`config.mk`:
```
export PLATFORM = sky130hd
export DESIGN_NAME = phase_sequencer
export DESIGN_NICKNAME = d
export VERILOG_FILES = /design/src/rtl/proc_pkg.sv /design/src/rtl/exec_sync_edge.sv /design/src/rtl/phase_sequencer.sv
export SDC_FILE = /design/constraint.sdc
export NUM_CORES = 1
export LEC_CHECK = 0
export BUFFER_PORTS_ARGS = -buffer_cell sky130_fd_sc_hd__buf_2
export CAP_MARGIN = 20
export CORE_MARGIN = 2
export CORE_UTILIZATION = 25
export DETAILED_ROUTE_END_ITERATION = 7
export GPL_ROUTABILITY_DRIVEN = 0
export PLACE_DENSITY_LB_ADDON = 0.05
export SLEW_MARGIN = 10
export SYNTH_ARGS = -nofsm -noshare
export SYNTH_HDL_FRONTEND = slang
export SYNTH_HIERARCHICAL = 1
export SYNTH_SLANG_ARGS = --single-unit
```
`constraint.sdc`:
```
create_clock -name clk -period 1.66 [get_ports clk]
set_input_delay 0.332 -clock clk [delete_from_list [all_inputs] [get_ports clk]]
set_output_delay 0.332 -clock clk [all_outputs]
set_load 0.02 [all_outputs]
```
`src/rtl/proc_pkg.sv`:
```
// Shared definitions for the multi-phase core: run-state encodings and phase index names
// used by both the phase sequencer and the control decoder.
package proc_pkg;

    typedef enum logic [1:0] {
        ST_STOP = 2'd0,
        ST_RUN  = 2'd1,
        ST_HALT = 2'd2
    } state_t;

    localparam int NUM_PHASES_DEF = 5;

    localparam int PH_FETCH  = 0;
    localparam int PH_DECODE = 1;
    localparam int PH_EXEC   = 2;
    localparam int PH_MEM    = 3;
    localparam int PH_WB     = 4;

    // A one-bit index is still needed when only two phases exist.
    function automatic int idx_width(input int n);
        return (n <= 2) ? 1 : $clog2(n);
    endfunction

endpackage

```
`src/rtl/exec_sync_edge.sv`:
```
// Brings the asynchronous exec button into the clk domain and emits a one-cycle pulse
// on each synchronised rising edge.
module exec_sync_edge #(
    parameter int SYNC_STAGES = 2
) (
    input  logic clk,
    input  logic rst,
    input  logic i_async,
    output logic o_edge
);

    logic [SYNC_STAGES-1:0] r_sync;
    logic                   r_prev;

    always_ff @(posedge clk or posedge rst) begin
        if (rst) begin
            r_sync <= '0;
            r_prev <= 1'b0;
        end else begin
            r_sync <= {r_sync[SYNC_STAGES-2:0], i_async};
            r_prev <= r_sync[SYNC_STAGES-1];
        end
    end

    assign o_edge = r_sync[SYNC_STAGES-1] & ~r_prev;

endmodule

```
`src/rtl/phase_sequencer.sv`:
```
// Phase/run controller: walks P0..P[N-1] per instruction, stalls fetch on memory,
// converts exec presses into start/stop requests and latches HALT on an HLT instruction.
module phase_sequencer
    import proc_pkg::*;
#(
    parameter int NUM_PHASES  = NUM_PHASES_DEF,
    parameter int WAIT_PHASE  = PH_FETCH,
    parameter int HLT_PHASE   = PH_DECODE,
    parameter int SYNC_STAGES = 2,
    parameter int CNT_W       = 16
) (
    input  logic                  clk,
    input  logic                  rst,
    input  logic                  exec,
    input  logic                  step_mode,
    input  logic                  hlt_decoded,
    input  logic                  mem_rdy,
    output logic [NUM_PHASES-1:0] phase,
    output logic                  p0,
    output logic                  running,
    output logic                  stop_flag,
    output logic [CNT_W-1:0]      instr_count,
    output state_t                dbg_state
);

    localparam int IDX_W = idx_width(NUM_PHASES);
    localparam logic [IDX_W-1:0] LAST_IDX = IDX_W'(NUM_PHASES - 1);
    localparam logic [IDX_W-1:0] WAIT_IDX = IDX_W'(WAIT_PHASE);
    localparam logic [IDX_W-1:0] HLT_IDX  = IDX_W'(HLT_PHASE);

    state_t           r_state;
    logic [IDX_W-1:0] r_idx;
    logic             r_running;
    logic             r_stop_flag;
    logic             r_stop_req;
    logic [CNT_W-1:0] r_count;

    logic w_exec_edge;
    logic w_stall;
    logic w_halt;
    logic w_last;

    exec_sync_edge #(
        .SYNC_STAGES (SYNC_STAGES)
    ) u_exec_sync (
        .clk     (clk),
        .rst     (rst),
        .i_async (exec),
        .o_edge  (w_exec_edge)
    );

    always_comb begin
        w_stall = (r_idx == WAIT_IDX) && !mem_rdy;
        w_halt  = (r_idx == HLT_IDX) && hlt_decoded;
        w_last  = (r_idx == LAST_IDX);
    end

    // Halt outranks the memory stall so WAIT_PHASE may equal HLT_PHASE; completion
    // waits on mem_rdy too in case the fetch phase is also the last one.
    always_ff @(posedge clk or posedge rst) begin
        if (rst) begin
            r_state     <= ST_STOP;
            r_idx       <= '0;
            r_running   <= 1'b0;
            r_stop_flag <= 1'b0;
            r_stop_req  <= 1'b0;
            r_count     <= '0;
        end else begin
            case (r_state)
                ST_STOP: begin
                    r_idx      <= '0;
                    r_stop_req <= 1'b0;
                    if (w_exec_edge) begin
                        r_state   <= ST_RUN;
                        r_running <= 1'b1;
                    end
                end
                ST_RUN: begin
                    if (w_halt) begin
                        r_state     <= ST_HALT;
                        r_running   <= 1'b0;
                        r_stop_flag <= 1'b1;
                        r_idx       <= '0;
                        r_stop_req  <= 1'b0;
                    end else if (w_stall) begin
                        r_stop_req <= r_stop_req | w_exec_edge;
                    end else if (w_last) begin
                        r_count <= r_count + CNT_W'(1);
                        r_idx   <= '0;
                        if (r_stop_req || w_exec_edge || step_mode) begin
                            r_state    <= ST_STOP;
                            r_running  <= 1'b0;
                            r_stop_req <= 1'b0;
                        end
                    end else begin
                        r_idx      <= r_idx + IDX_W'(1);
                        r_stop_req <= r_stop_req | w_exec_edge;
                    end
                end
                ST_HALT: begin
                    r_idx <= '0;
                end
                default: begin
                    r_state     <= ST_STOP;
                    r_idx       <= '0;
                    r_running   <= 1'b0;
                    r_stop_flag <= 1'b0;
                    r_stop_req  <= 1'b0;
                end
            endcase
        end
    end

    always_comb begin
        phase = '0;
        for (int i = 0; i < NUM_PHASES; i++) begin
            phase[i] = (r_idx == IDX_W'(i));
        end
    end

    assign p0          = (r_idx == '0);
    assign running     = r_running;
    assign stop_flag   = r_stop_flag;
    assign instr_count = r_count;
    assign dbg_state   = r_state;

endmodule
```
# Yosys cells after proc, flatten, opt, wreduce, memory -nomap -nowiden
# Index checks and enable logic that the tools add are counted.
[classes] n_addsub=2 n_eq_ne=12 mux=22 n_bitwise=7 reduce_logical=12
[ops] op="adder 16 x 1 -> 16 bit, second input constant" count=1
[ops] op="2-to-1 mux 3 bit" count=4
[ops] op="2-to-1 mux 2 bit" count=5
[ops] op="2-to-1 mux 1 bit" count=9
[ops] op="inequality test 3 bit, second input constant" count=3
[ops] op="equality test 3 x 2 -> 1 bit, second input constant" count=2
[ops] op="case mux 2 bit (3 select lines)" count=1
[ops] op="inequality test 5 bit, second input constant" count=1
[ops] op="NOT 1 bit" count=5
[ops] op="AND reduction 5 bit" count=1
[ops] op="inequality test 2 bit, second input constant" count=2
[ops] op="case mux 1 bit (2 select lines)" count=2
[ops] op="AND reduction 2 bit" count=2
[ops] op="AND reduction 4 bit" count=1
[ops] op="adder 3 x 1 -> 3 bit, second input constant" count=1
[ops] op="equality test 3 x 1 -> 1 bit, second input constant" count=1
[ops] op="equality test 3 bit, second input constant" count=1
[ops] op="zero test 3 bit" count=1
[ops] op="case mux 1 bit (3 select lines)" count=1
[ops] op="equality test 2 x 1 -> 1 bit, second input constant" count=1
[ops] op="equality test 2 bit, second input constant" count=1
[ops] op="logical AND 1 bit" count=2
[ops] op="zero test 2 bit" count=1
[ops] op="logical OR 1 bit" count=2
[ops] op="other kinds (4)" count=4
[totals] ff_bits=27 in_bits=6 output_inout_bits=26 wordCells=63

# Logic depth before layout (Yosys ltp)
# Gate-level depths: netlist of run 1.
[logic_depth] word_depth=9 ltp_mapped=8 depth_no_buf=6

# Modules after synthesis
# Netlist of run 1, hierarchy kept.
[by_module_without_submodules] mod="phase_sequencer" n_inst=1 cells_each=107 area_per_inst_um2=1206.2 seq_area_each_um2=575.6
[by_module_without_submodules] mod="exec_sync_edge" n_inst=1 cells_each=5 area_per_inst_um2=92.6 seq_area_each_um2=75.1

# Worst setup path after synthesis of run 1
# OpenSTA, ideal clock, no wires.
[synth_path] path_type="register to register" from="reg r_idx[0]" to="reg r_count[6] (netlist: instr_count[6])" setup_time_ns=0.130 t_arrival_ns=1.518 t_required_ns=1.530 slack_ns=0.012 path_stages_with_launch=9 n_path_buf=2 period_less_slack_ns=1.648 cell_sequence="dfrtp_1 > inv_1 > ha_1 > and4b_1 > buf_4 > and3_1 > buf_6 > nand4_4 > xnor2_2"
[synth_between] elab_chain_len=4 elab_cells_between_ends=8 classes_between="2 x eq/ne; 2 x bitwise; 4 x reduce/logical"
[synth_lines] element="start, declared" line_no="phase_sequencer.sv:32" rtl="logic [IDX_W-1:0] r_idx;"
[synth_lines] element="start signal, assigned" line_no="phase_sequencer.sv:96" rtl="r_idx <= r_idx + IDX_W'(1);"
[synth_lines] element="equality test 3 x 1 -> 1 bit or zero test 3 bit (tied branches)" line_no="phase_sequencer.sv:54, phase_sequencer.sv:53"
[synth_lines] element="logical AND 1 bit (on tied branches)" line_no="phase_sequencer.sv:54, phase_sequencer.sv:53"
[synth_lines] element="NOT 1 bit (no source line)"
[synth_lines] element="AND reduction 4 bit (no source line) *"
[synth_lines] element="end signal, assigned" line_no="phase_sequencer.sv:88" rtl="r_count <= r_count + CNT_W'(1);"
[synth_lines] element="end, declared" line_no="phase_sequencer.sv:36" rtl="logic [CNT_W-1:0] r_count;"
# Every way passes the cells marked *; elsewhere a longest branch is shown, timed or not.
# A chain may end at the register's enable or synchronous reset.

# Worst setup path in the final report of run 1
[layout_path] from="reg r_idx[0]" to="out p0"
[layout_between] elab_chain_len=1
[layout_lines] element="zero test 3 bit" line_no="phase_sequencer.sv:121" rtl="assign p0 = (r_idx == '0);"
[layout_lines] element="end, declared" line_no="phase_sequencer.sv:19" rtl="output logic p0,"
# Every way passes these cells.

==> results by stage, run 1 <==
Placed design:
- In this run the tool buffered the top-level ports with 31 buffer cells.
- The half-perimeter wire length of the detailed placement result is 2.07 mm.
- The cell count after placement is 218.
- The cell area after placement is 1580 um2.

Worst setup path:
- The maximum fanout along the worst path is 3.
- In this run the critical register-to-register path is launched from r_idx[0].
- For the worst flop-to-flop path, the logic depth is 6.
- The critical path data arrival time is 1.29 ns.
- The worst setup path is captured at an output port.
- In this run the critical register-to-register path is captured at instr_count[15].
- In this run the register-to-register setup slack is 0.09 ns.
- STA classifies the critical path startpoint as a flip-flop.
- For the worst setup path, the data required time is 1.33 ns.
- The critical setup path kind is flip-flop to output port.

Logic synthesis:
- The number of distinct library cells after synthesis is 32.
- Of the synthesized area, sequential elements account for 0.501.
- The total of flip-flops plus latches after synthesis is 26.
- Of the post-synthesis cell area, the dominant cell type holds 0.501.
- In the synthesized netlist, the number of instances is 112.
- Synthesis produced a netlist with a net count of 124.
- The post-synthesis area per instance is 11.6 um2.
- Of all cell types, the one taking the most synthesized area is sky130_fd_sc_hd__dfrtp_1.
- The Yosys step of the flow raised 6 warnings.
- The synthesized netlist occupies a cell area of 1300 um2.
- By count the netlist is led by sky130_fd_sc_hd__dfrtp_1, sky130_fd_sc_hd__xnor2_1, sky130_fd_sc_hd__inv_1.
- After synthesis, the cell types taking the most area are sky130_fd_sc_hd__dfrtp_1, sky130_fd_sc_hd__xnor2_1, sky130_fd_sc_hd__ha_1.
- The most common cell in the netlist is sky130_fd_sc_hd__dfrtp_1.
- In the synthesized netlist the dominant register cell turns out to be sky130_fd_sc_hd__dfrtp_1.
- The share of flip-flops with an asynchronous set or reset after synthesis is 1.00.
- The count of flip-flops with a built-in enable after synthesis is 0.

Floorplan:
- The area of the placeable core is 5070 um2.
- The initial standard-cell utilization of the core is 0.256.
- The floorplan step defined a die boundary enclosing 5790 um2.
- 32 I/O pins were placed.
- The floorplan die width is 76.1 um.
- The floorplan step set the die height to 76.1 um.
- The number of core rows is 26.

Power and ir drop:
- The worst-case IR drop observed on VDD is 0.578 mV.
- In this run the power spent charging and discharging nets is 0.000774 W.
- In this run the power density over the cells is 1220 nW/um2.
- The reported leakage power is 0.907 nW.
- The share of total power dissipated in combinational logic is 0.494.
- The internal cell power is 0.00141 W.
- The share of total power dissipated in the clock network is 0.160.
- The sequential cell fraction of total power is 0.345.
- Of the total power, the share spent switching nets is 0.355.

Global routing:
- The wire length of the first global-routing pass is 4.74 mm.
- The maximum number of pins on one net before global-route repair is 24.
- The number of global-route vias before repair was 1007.
- The busiest layer in global routing is met2.
- In the global route stage, met3 resource usage came out at 0.0225.
- The initial antenna violation count is 0.
- Global routing finished with a remaining overflow of 0.
- In the global route stage, met1 resource usage came out at 0.118.
- The total global routing track utilization is 0.101.
- The met2 layer usage reported by global route is 0.178.

Detailed routing:
- The average via count per standard cell is 4.30.
- The final routed wire length divided by cell count is 12.4 um.
- Summed over all layers, the routed wires come to 2.81 mm.
- The routed via count is 975.
- After detailed routing, the number of remaining DRC violations is 0.
- The first-pass iteration count of the detailed router is 5.
- For this block, the initial DRC count from the detailed router was 22.
- The remaining antenna violation count after routing is 0.

Final layout:
- The final cell count without fillers is 227.
- The finished cells cover 1790 um2.
- The share of cells above drive strength 1 is 0.446.
- The antenna diode instance count is 0.
- The filler cells instantiated in the layout total 535.
- The final layout net count is 171.
- The area growth from synthesis to layout is 37.7%.

Timing:
- In this run the tightest slew margin relative to its limit is 0.788.
- The clock arrives with 0.00218 ns of skew.
- The achievable frequency is 616 MHz.
- On the final layout, the worst hold slack is 0.168 ns.
- The part of the cycle the worst path needs is 0.978.
- The number of slew-limit violations in the final report is 0.
- For the pin with the worst max-slew slack, the measured transition is 0.318 ns.
- The number of hold-slack violations in the final timing report is 0.
- The final setup violation count is 0.
- Setup repair after global routing could not meet its margin everywhere.
- The post-layout minimum cycle time is 1.62 ns.

Clocking:
- The clock transition at the register clock pins on the worst setup and hold paths after CTS is 0.09 ns.
- For this design, the sink count on the clock tree is 26.
- The latest clock arrival within the worst-skew pair is 0.26 ns.
- Counting along the longest clock path gives a buffer depth of 2.
- In this run, CTS created clock tree buffers numbering 3.
- The number of levels the H-tree was split into is 1.
- TritonCTS built the clock tree.
- Clock tree synthesis selected as its root buffer the cell sky130_fd_sc_hd__clkbuf_8.

Min path:
- For hold timing, the worst endpoint is u_exec_sync/r_sync[0].
- The hold-critical path depth is 1.
- The min-delay analysis places its worst path in the category input port to flip-flop.
- The source of the worst hold timing path is exec.

Run status:
- The flow ran to the end, and the final reports show no timing, DRC or antenna violations.

Job:
- The max capacitance violation total is 0.
worst max path at each step:
stage / to / cells after the start / startpoint
floorplan: instr_count[6] / 8 / r_idx[0]
global placement: instr_count[6] / 6 / r_idx[0]
detailed placement: instr_count[6] / 6 / r_idx[0]
CTS: p0 / 6 / r_idx[0]
global route: p0 / 6 / r_idx[0]
finish: p0 / 6 / r_idx[0]
worst max-delay path, stage by stage, from the launching register on:
cell,delay [ns]
sky130_fd_sc_hd__dfrtp_1,0.41
sky130_fd_sc_hd__inv_2,0.10
sky130_fd_sc_hd__ha_4,0.14
sky130_fd_sc_hd__buf_6,0.11
sky130_fd_sc_hd__inv_6,0.03
sky130_fd_sc_hd__nor2_4,0.12
sky130_fd_sc_hd__buf_6,0.13
per-stage QoR:
stage               TNS [ns]  setup slack (ns)  total power (W)  utilization
finish                     0            0.0361          0.00218        0.352
global route          -0.150           -0.0332          0.00233        0.352
CTS                  -0.0134          -0.00671          0.00202        0.330
detailed placement         0            0.0185          0.00155        0.310
floorplan                  0            0.0118          0.00128            -
global placement           0            0.0531          0.00156        0.310
placed cells by master, fill, tap and decap left out, drive strengths merged, types with 4 or more instances in the layout:
cell type and instances:
buf 46, dfrtp 26, xnor2 13, nand3 7, inv 7, ha 6, nand2 5, nor2 5
nor3 4, nand4 4
flip-flops by register name (all words and copies together), names as in the netlist:
signal and cells:
dbg_state 1, instr_count 16, r_idx 3, r_stop_req 1, running 1, stop_flag 1, u_exec_sync/r_prev 1, u_exec_sync/r_sync 2
area by class of cell:
cell class                      count  area [um2]  area share
Tap cell                           70        87.6      0.0490
Inverter                            7        31.3      0.0175
Clock buffer                        3        41.3      0.0231
Sequential cell                    26         651       0.364
Multi-Input combinational cell     74         647       0.362
Timing Repair Buffer               47         330       0.185
layer usage:
layer / routed length [um] / share of wire
met5: 0 / 0
met4: 48 / 0.017
met3: 107 / 0.038
met2: 1460 / 0.52
met1: 1190 / 0.42
timing repair:
action / CTS / global route
pin swaps: 0 / 2
endpoints found under the setup margin: 6 / 11
cloned: 0 / 0
hold buffers: 1 / 0
gates resized for setup: 17 / 19
hold endpoints to repair: 3 / 0
buffers inserted: 0 / 5
cells by family (layout without fill, tap and decap cells):
family / count (synthesis) / after routing / share of synthesized area
flops: 26 / 26 / 0.501
fa+ha+maj: 6 / 6 / 0.0578
mux: 2 / 2 / 0.0173
compound gates: 11 / 11 / 0.0549
buf+inv: 12 / 57 / 0.0520
simple gates: 40 / 40 / 0.210
xor+xnor: 15 / 15 / 0.107
power by group through the flow:
stage | clock (W) | combinational [W] | sequential [W]
floorplan | 0 | 0.000431 | 0.000849
global placement | 0 | 0.000796 | 0.000761
detailed placement | 0 | 0.000788 | 0.000762
CTS | 0.000378 | 0.000891 | 0.000750
global route | 0.000386 | 0.00118 | 0.000766
finish | 0.000350 | 0.00108 | 0.000754
(Power assumes the default switching activity.)
==> run 2: changes to the inputs <==
- CORE_UTILIZATION: 25 -> 30
==> run 2 against run 1 <==
Net effect:
- global-route usage rose by 1.0 points
- worst setup slack got worse by 0.0089 ns
- largest power group unchanged
- count of clock-buffer cells in the layout did not move
- critical endpoint is now phase[4]
- sequential power rose by 0.9%
- critical path depth fell by 2
==> results by stage, run 2 (synthesized netlist as in run 1, its figures left out) <==
Detailed routing:
- Dividing the detail-routed wire length by the instance count gives 12.1 um.
- The remaining antenna violation count after routing is 0.
- Using the TritonRoute via totals, the vias-per-cell ratio works out to 4.50.
- The routed via count is 904.
- The number of remaining DRC errors is 0.
- The first-pass iteration count of the detailed router is 4.
- Wires add up to 2.44 mm.
- The detailed router's first-iteration violation count is 37.

Timing:
- Based on the critical path, the design can be clocked at up to 612 MHz.
- Setup violations remaining at the end of the flow were counted as 0.
- The post-layout minimum cycle time is 1.63 ns.
- In the final timing run, aggregate negative setup slack is 0 ns.
- The number of slew-limit violations in the final report was 0.
- On the final layout, the worst clock skew is 0.00423 ns.
- Of the available clock period, the critical path in the final layout requires 0.984.
- Once routing completed, OpenROAD measured the worst setup slack at 0.0271 ns.
- Setup repair after global routing could not meet its margin everywhere.
- The number of hold-slack violations in the final timing report is 0.
- For the pin with the worst max-slew slack, the measured transition is 0.298 ns.
- The worst pin sits at a relative slew slack of 0.801.

Clocking:
- TritonCTS built the clock tree.
- The number of levels the H-tree was split into is 1.
- The root buffer cell chosen for the clock tree is sky130_fd_sc_hd__clkbuf_8.
- The number of buffers on the longest clock path is 2.
- Clock tree synthesis inserted a total of 3 buffers.
- The clock net in this run drives a total of 26 sinks.
- The clock reaches the later pin of the worst-skew pair after 0.27 ns.
- After clock tree synthesis, the clock-pin slew on the worst setup and hold paths is 0.08 ns.

Worst setup path:
- Data on the critical path is required at its endpoint by 1.33 ns.
- Of all nets on the critical path, the largest fanout is 4.
- On the critical path, the stage with the largest delay is an instance of sky130_fd_sc_hd__dfrtp_1.
- The signal on the critical path passes through inv_1, ha_2, and2_1, buf_4.
- The critical path startpoint category is a flip-flop.
- The peak per-stage delay on the critical path is 0.39 ns.
- By startpoint and endpoint, the worst setup path is classified as flip-flop to output port.
- The element type at the critical path end is an output port.
- The worst register-to-register path has a setup slack of 0.04 ns.
- The critical path data arrival time is 1.30 ns.

Global routing:
- The initial antenna violation count is 0.
- The total congestion overflow is 0.
- Entering global routing, the biggest net connects 24 pins.
- In the global route stage, overall resource usage came out at 0.112.
- The number of global-route vias before repair is 927.
- The wire length of the first global-routing pass is 4.33 mm.

Floorplan:
- The initial standard-cell utilization of the core is 0.318.
- The chip height is 69.8 um.
- The area of the placeable core is 4090 um2.
- The number of top-level design ports is 32.
- The total die area is 4870 um2.
- Measured along the x axis, the die boundary spans 69.8 um.
- The number of core rows is 23.

Final layout:
- The final layout net count is 165.
- The library cells used most frequently in the layout, excluding fill and tap cells, are sky130_fd_sc_hd__dfrtp_1, sky130_fd_sc_hd__buf_2, sky130_fd_sc_hd__xnor2_1.
- The number of flip-flops under the largest register name is 16.
- Compared with the post-synthesis result, the final layout area differs by 26.7%.
- The antenna diode instance count is 0.
- Of the cells placed in the final design, the portion with a size suffix greater than 1 is 0.397.
- The finished cells cover 1650 um2.
- The utilization of the core after routing is 0.403.

Placed design:
- Detailed placement finished with a half-perimeter wire length of 1.85 mm.
- In this run the tool buffered the top-level ports with 31 buffer cells.
- The placed instances occupy a cell area of 1530 um2.
- The pre-CTS worst setup slack is -0.0463 ns.

Power and ir drop:
- The internal cell power is 0.00125 W.
- Across the VDD grid, the largest voltage drop is 0.512 mV.
- In this run the power density over the cells is 1170 nW/um2.
- The reported leakage power is 0.863 nW.
- Of the total power, the clock network draws 0.179.
- Summed over all nets, the switching power comes to 0.000680 W.
- The part of the power in combinational logic is 0.426.
- The sequential cell fraction of total power is 0.395.
- The design draws 0.00193 W.
- The fraction of power spent switching nets is 0.353.

Run status:
- The run finished with clean final reports.

Job:
- The max capacitance violation total is 0.

Min path:
- The worst hold-check path type is input port to flip-flop.
run 2: per-layer routing:
metal,part of all wire,vias to the layer above,GRT usage
li1,-,465,-
met1,0.51,411,0.156
met2,0.43,23,0.165
met3,0.041,5,0.0218
met4,0.020,0,0.0513
met5,0,-,0
run 2: area by class of cell:
class	count	area, um2
clock buffers	3	41.3
fillers	408	2440
inverters	7	26.3
multi-input cells	74	608
flip-flops and latches	26	651
well taps	50	62.6
repair buffers	41	256
run 2: timing repair:
action                                  CTS  global route
endpoints found under the hold margin     3             0
gates resized for setup                   7            11
hold buffers                              1             0
endpoints found under the setup margin   11            16
pin swaps                                 0             2
setup buffers                             1             1
run 2: critical path: cells and delay by family (launching register included):
family / cells / cell delay, ns
flops: 1 / 0.39
buf+inv: 2 / 0.24
fa+ha+maj: 1 / 0.21
simple gates: 1 / 0.20
run 2: power groups by stage:
stage | clock [W] | sequential, W | combinational (W)
after floorplan | 0 | 0.000849 | 0.000431
after global placement | 0 | 0.000768 | 0.000738
after detailed placement | 0 | 0.000773 | 0.000737
after CTS | 0.000368 | 0.000760 | 0.000786
after global routing | 0.000396 | 0.000771 | 0.000886
final | 0.000345 | 0.000761 | 0.000820
run 2: worst paths after layout:
| check | start | cells after the start | endpoint |
|---|---|---|---|
| setup / recovery | r_idx[1] | 4 | phase[4] |
| hold reg to reg | u_exec_sync/r_sync[0] | 0 | u_exec_sync/r_sync[1] |
| min in group asynchronous | rst | 3 | u_exec_sync/r_prev |
| max in group asynchronous | rst | 4 | instr_count[5] |
| hold / removal | exec | 1 | u_exec_sync/r_sync[0] |
| setup reg to reg | r_idx[1] | 6 | instr_count[6] |
run 2: stage by stage:
| stage | std cells | hold slack [ns] |
|---|---|---|
| floorplan | 112 | 0.0856 |
| global placement | 195 | 0.201 |
| detailed placement | 195 | 0.209 |
| CTS | 200 | 0.156 |
| global route | 201 | 0.145 |
| finish | 201 | 0.164 |
==> run 3: changes to the inputs <==
- CORE_UTILIZATION: 30 -> 47
==> run 3 against run 2 <==
Net effect:
- the flow now finishes with violations (negative setup slack)
- final area grew 5.9%
- clock skew is essentially flat
- sequential share of layout area shrank 2.1 points
- hold slack lost 0.055 ns
- count of clock-buffer cells in the layout is the same
- sequential power grew 3.7%
- combinational power grew 24%
- fmax shrank 1.7%
- global-route usage grew 5.8 points
- worst setup slack lost 0.028 ns
- via count grew 4.4%
- sequential cell count is the same
- critical endpoint is now phase[3]
==> results by stage, run 3 (synthesized netlist as in run 1, its figures left out) <==
Run status:
- The flow ran to the end, but the final reports show violations.
- The checks that failed: negative setup slack.

Final layout:
- The area growth from synthesis to layout is 34.2%.
- The final cell count without fillers is 188.
- After routing the design area is 1740 um2.
- The multi-input combinational cell area is 671 um2.
- Fill cells in the final layout number 231.
- The final layout contains 171 nets.
- The register with the most flip-flops in the layout has 16 of them.
- The repair_antennas step left the layout with diodes totalling 0.
- The flip-flop and latch area is 652 um2.
- In the layout the commonest cells are sky130_fd_sc_hd__dfrtp_1, sky130_fd_sc_hd__buf_2, sky130_fd_sc_hd__xnor2_1.
- The share of cells above drive strength 1 is 0.465.

Power and ir drop:
- For this design the static power due to leakage is 0.895 nW.
- For this design the ratio of total power to cell area is 1190 nW/um2.
- The maximum vdd drop is 0.879 mV.

Worst setup path:
- At the worst endpoint, the arrival time is 1.33 ns.
- For this design, the slowest cell found on the critical path is sky130_fd_sc_hd__dfrtp_1.
- The critical path is of the flip-flop to output port type.
- The library cell appearing most often on the critical path is sky130_fd_sc_hd__buf_6.
- In this design, the largest share of critical-path delay is due to flip-flops.
- In this design, the stage delay of the slowest critical-path cell is 0.42 ns.
- At the worst endpoint, the required time is 1.33 ns.
- The element type at the critical path end is an output port.
- The number of buffers and inverters on the critical path is 2.
- In this run the worst path has a maximum fanout of 3.
- Traced cell by cell, the critical path runs through buf_6, ha_2, ha_4, buf_6.
- The worst setup path is launched from a flip-flop.
- Across all register-to-register paths, the minimum setup slack is 0.03 ns.

Placed design:
- After detailed placement, the total cell area comes to 1500 um2.
- After detailed placement, the design holds a cell count of 175.
- The half-perimeter wire length of the detailed placement result is 1.75 mm.
- At the placement stage, the worst setup path has a slack of 0.00241 ns.
- The count of buffers inserted at the top-level ports is 31.

Floorplan:
- The floorplan has 19 rows.
- The floorplan die width is 56.6 um.
- For this configuration, the core starts out at a cell density of 0.483.
- The die is 56.6 um tall.
- The area of the placeable core is 2690 um2.
- The total die area is 3200 um2.
- Pin placement for this block handled 32 I/O pins.

Timing:
- The post-layout minimum cycle time is 1.66 ns.
- Setup slack on the critical path of the routed design comes to -0.00122 ns.
- Headroom to the max-slew limit came out at 0.804.
- Clock skew on the completed layout was measured at 0.00436 ns.
- Timing would allow up to 602 MHz.
- The number of hold-slack violations in the final timing report was 0.
- Setup repair after global routing could not meet its margin everywhere.
- The number of slew-limit violations in the final report is 0.
- Dividing the final minimum period by the clock period gives 1.00.
- Setup violations remaining at the end of the flow were counted as 1.
- The post-route setup TNS is -0.00122 ns.
- The transition time at the pin with the least slew margin is 0.294 ns.

Detailed routing:
- The routed wire length is 2.57 mm.
- After detailed routing, the average wire length per cell comes to 13.7 um.
- In the routed layout, each cell is associated on average with a via count of 5.02.
- After the first detailed-routing iteration, the DRC count stood at 10.
- Before antenna repair, the detailed router went through 4 iterations.
- Summing over every cut layer, the via total after detailed routing is 944.
- In the routed design, unresolved DRC markers number 0.
- In this run the remaining antenna-violating nets after routing total 0.

Min path:
- The worst hold-check path type is input port to flip-flop.

Clocking:
- The number of levels the H-tree was split into is 1.
- Clock tree synthesis inserted a total of 3 buffers.
- CTS saw 26 sinks.
- The latest clock arrival within the worst-skew pair is 0.32 ns.
- The tree is rooted in a sky130_fd_sc_hd__clkbuf_4.
- The clock tree from TritonCTS is done.
- The longest clock path from root to sink contains 2 buffers.
- The clock transition at the register clock pins on the worst setup and hold paths after CTS is 0.12 ns.

Global routing:
- Across every metal layer, demand over resource in global routing totals 0.169.
- The number of global-route vias before repair was 937.
- The initial antenna violation count is 0.
- The maximum number of pins on one net before global-route repair is 24.
- The first global-routing pass estimated 4.20 mm of wire.
- The total congestion overflow is 0.

Job:
- The max capacitance violation total is 0.
run 3: changes by cell type in the layout (fill, tap and decap cells not counted), moves of 3 or more:
cell,delta
sky130_fd_sc_hd__ha_4,+4
sky130_fd_sc_hd__clkbuf_4,+3
sky130_fd_sc_hd__buf_6,+7
sky130_fd_sc_hd__inv_1,-3
sky130_fd_sc_hd__clkbuf_8,-3
run 3: final cells by class:
| class | instances | area share |
|---|---|---|
| Timing Repair Buffer | 47 | 0.190 |
| Clock buffer | 3 | 0.0129 |
| Tap cell | 31 | 0.0223 |
| Sequential cell | 26 | 0.374 |
| Inverter | 7 | 0.0165 |
| Multi-Input combinational cell | 74 | 0.385 |
run 3: what timing repair did:
action / CTS / global route
endpoints found under the setup margin: 8 / 18
pin swaps: 2 / 8
hold buffers: 1 / 0
setup buffers: 0 / 9
endpoints found under the hold margin: 3 / 0
resized for setup: 19 / 23
run 3: where the power goes:
group          internal [W]  switching, W  total (W)
sequential         0.000710     0.0000785   0.000789
clock             0.0000852      0.000175   0.000261
combinational      0.000518      0.000505    0.00102
total               0.00131      0.000759    0.00207
run 3: worst reg2reg max path: cells and delay by family (launching register included):
kind          cells  cell delay, ns
simple gates      3            0.60
flops             1            0.42
buf+inv           2            0.24
fa+ha+maj         1            0.17
xor+xnor          1            0.14
run 3: worst paths after layout:
check	cells after the start	endpoint	startpoint
max in group asynchronous	4	r_idx[2]	rst
worst max register to register	7	instr_count[11]	r_idx[1]
worst min register to register	0	u_exec_sync/r_sync[1]	u_exec_sync/r_sync[0]
min in group asynchronous	3	u_exec_sync/r_prev	rst
worst max-delay path	4	phase[3]	r_idx[0]
worst min-delay path	1	u_exec_sync/r_sync[0]	exec
run 3: through the flow:
| step | hold slack, ns | power [W] | utilization |
|---|---|---|---|
| floorplan | 0.0856 | 0.00128 | - |
| global placement | 0.207 | 0.00147 | 0.557 |
| detailed placement | 0.208 | 0.00149 | 0.557 |
| CTS | 0.105 | 0.00186 | 0.588 |
| global route | 0.0943 | 0.00221 | 0.649 |
| finish | 0.109 | 0.00207 | 0.649 |
run 3: metal layers:
metal | global-route usage | wire length (um)
met1 | 0.234 | 1230
met2 | 0.262 | 1220
met3 | 0.0346 | 80
met4 | 0.0612 | 41
met5 | 0 | 0
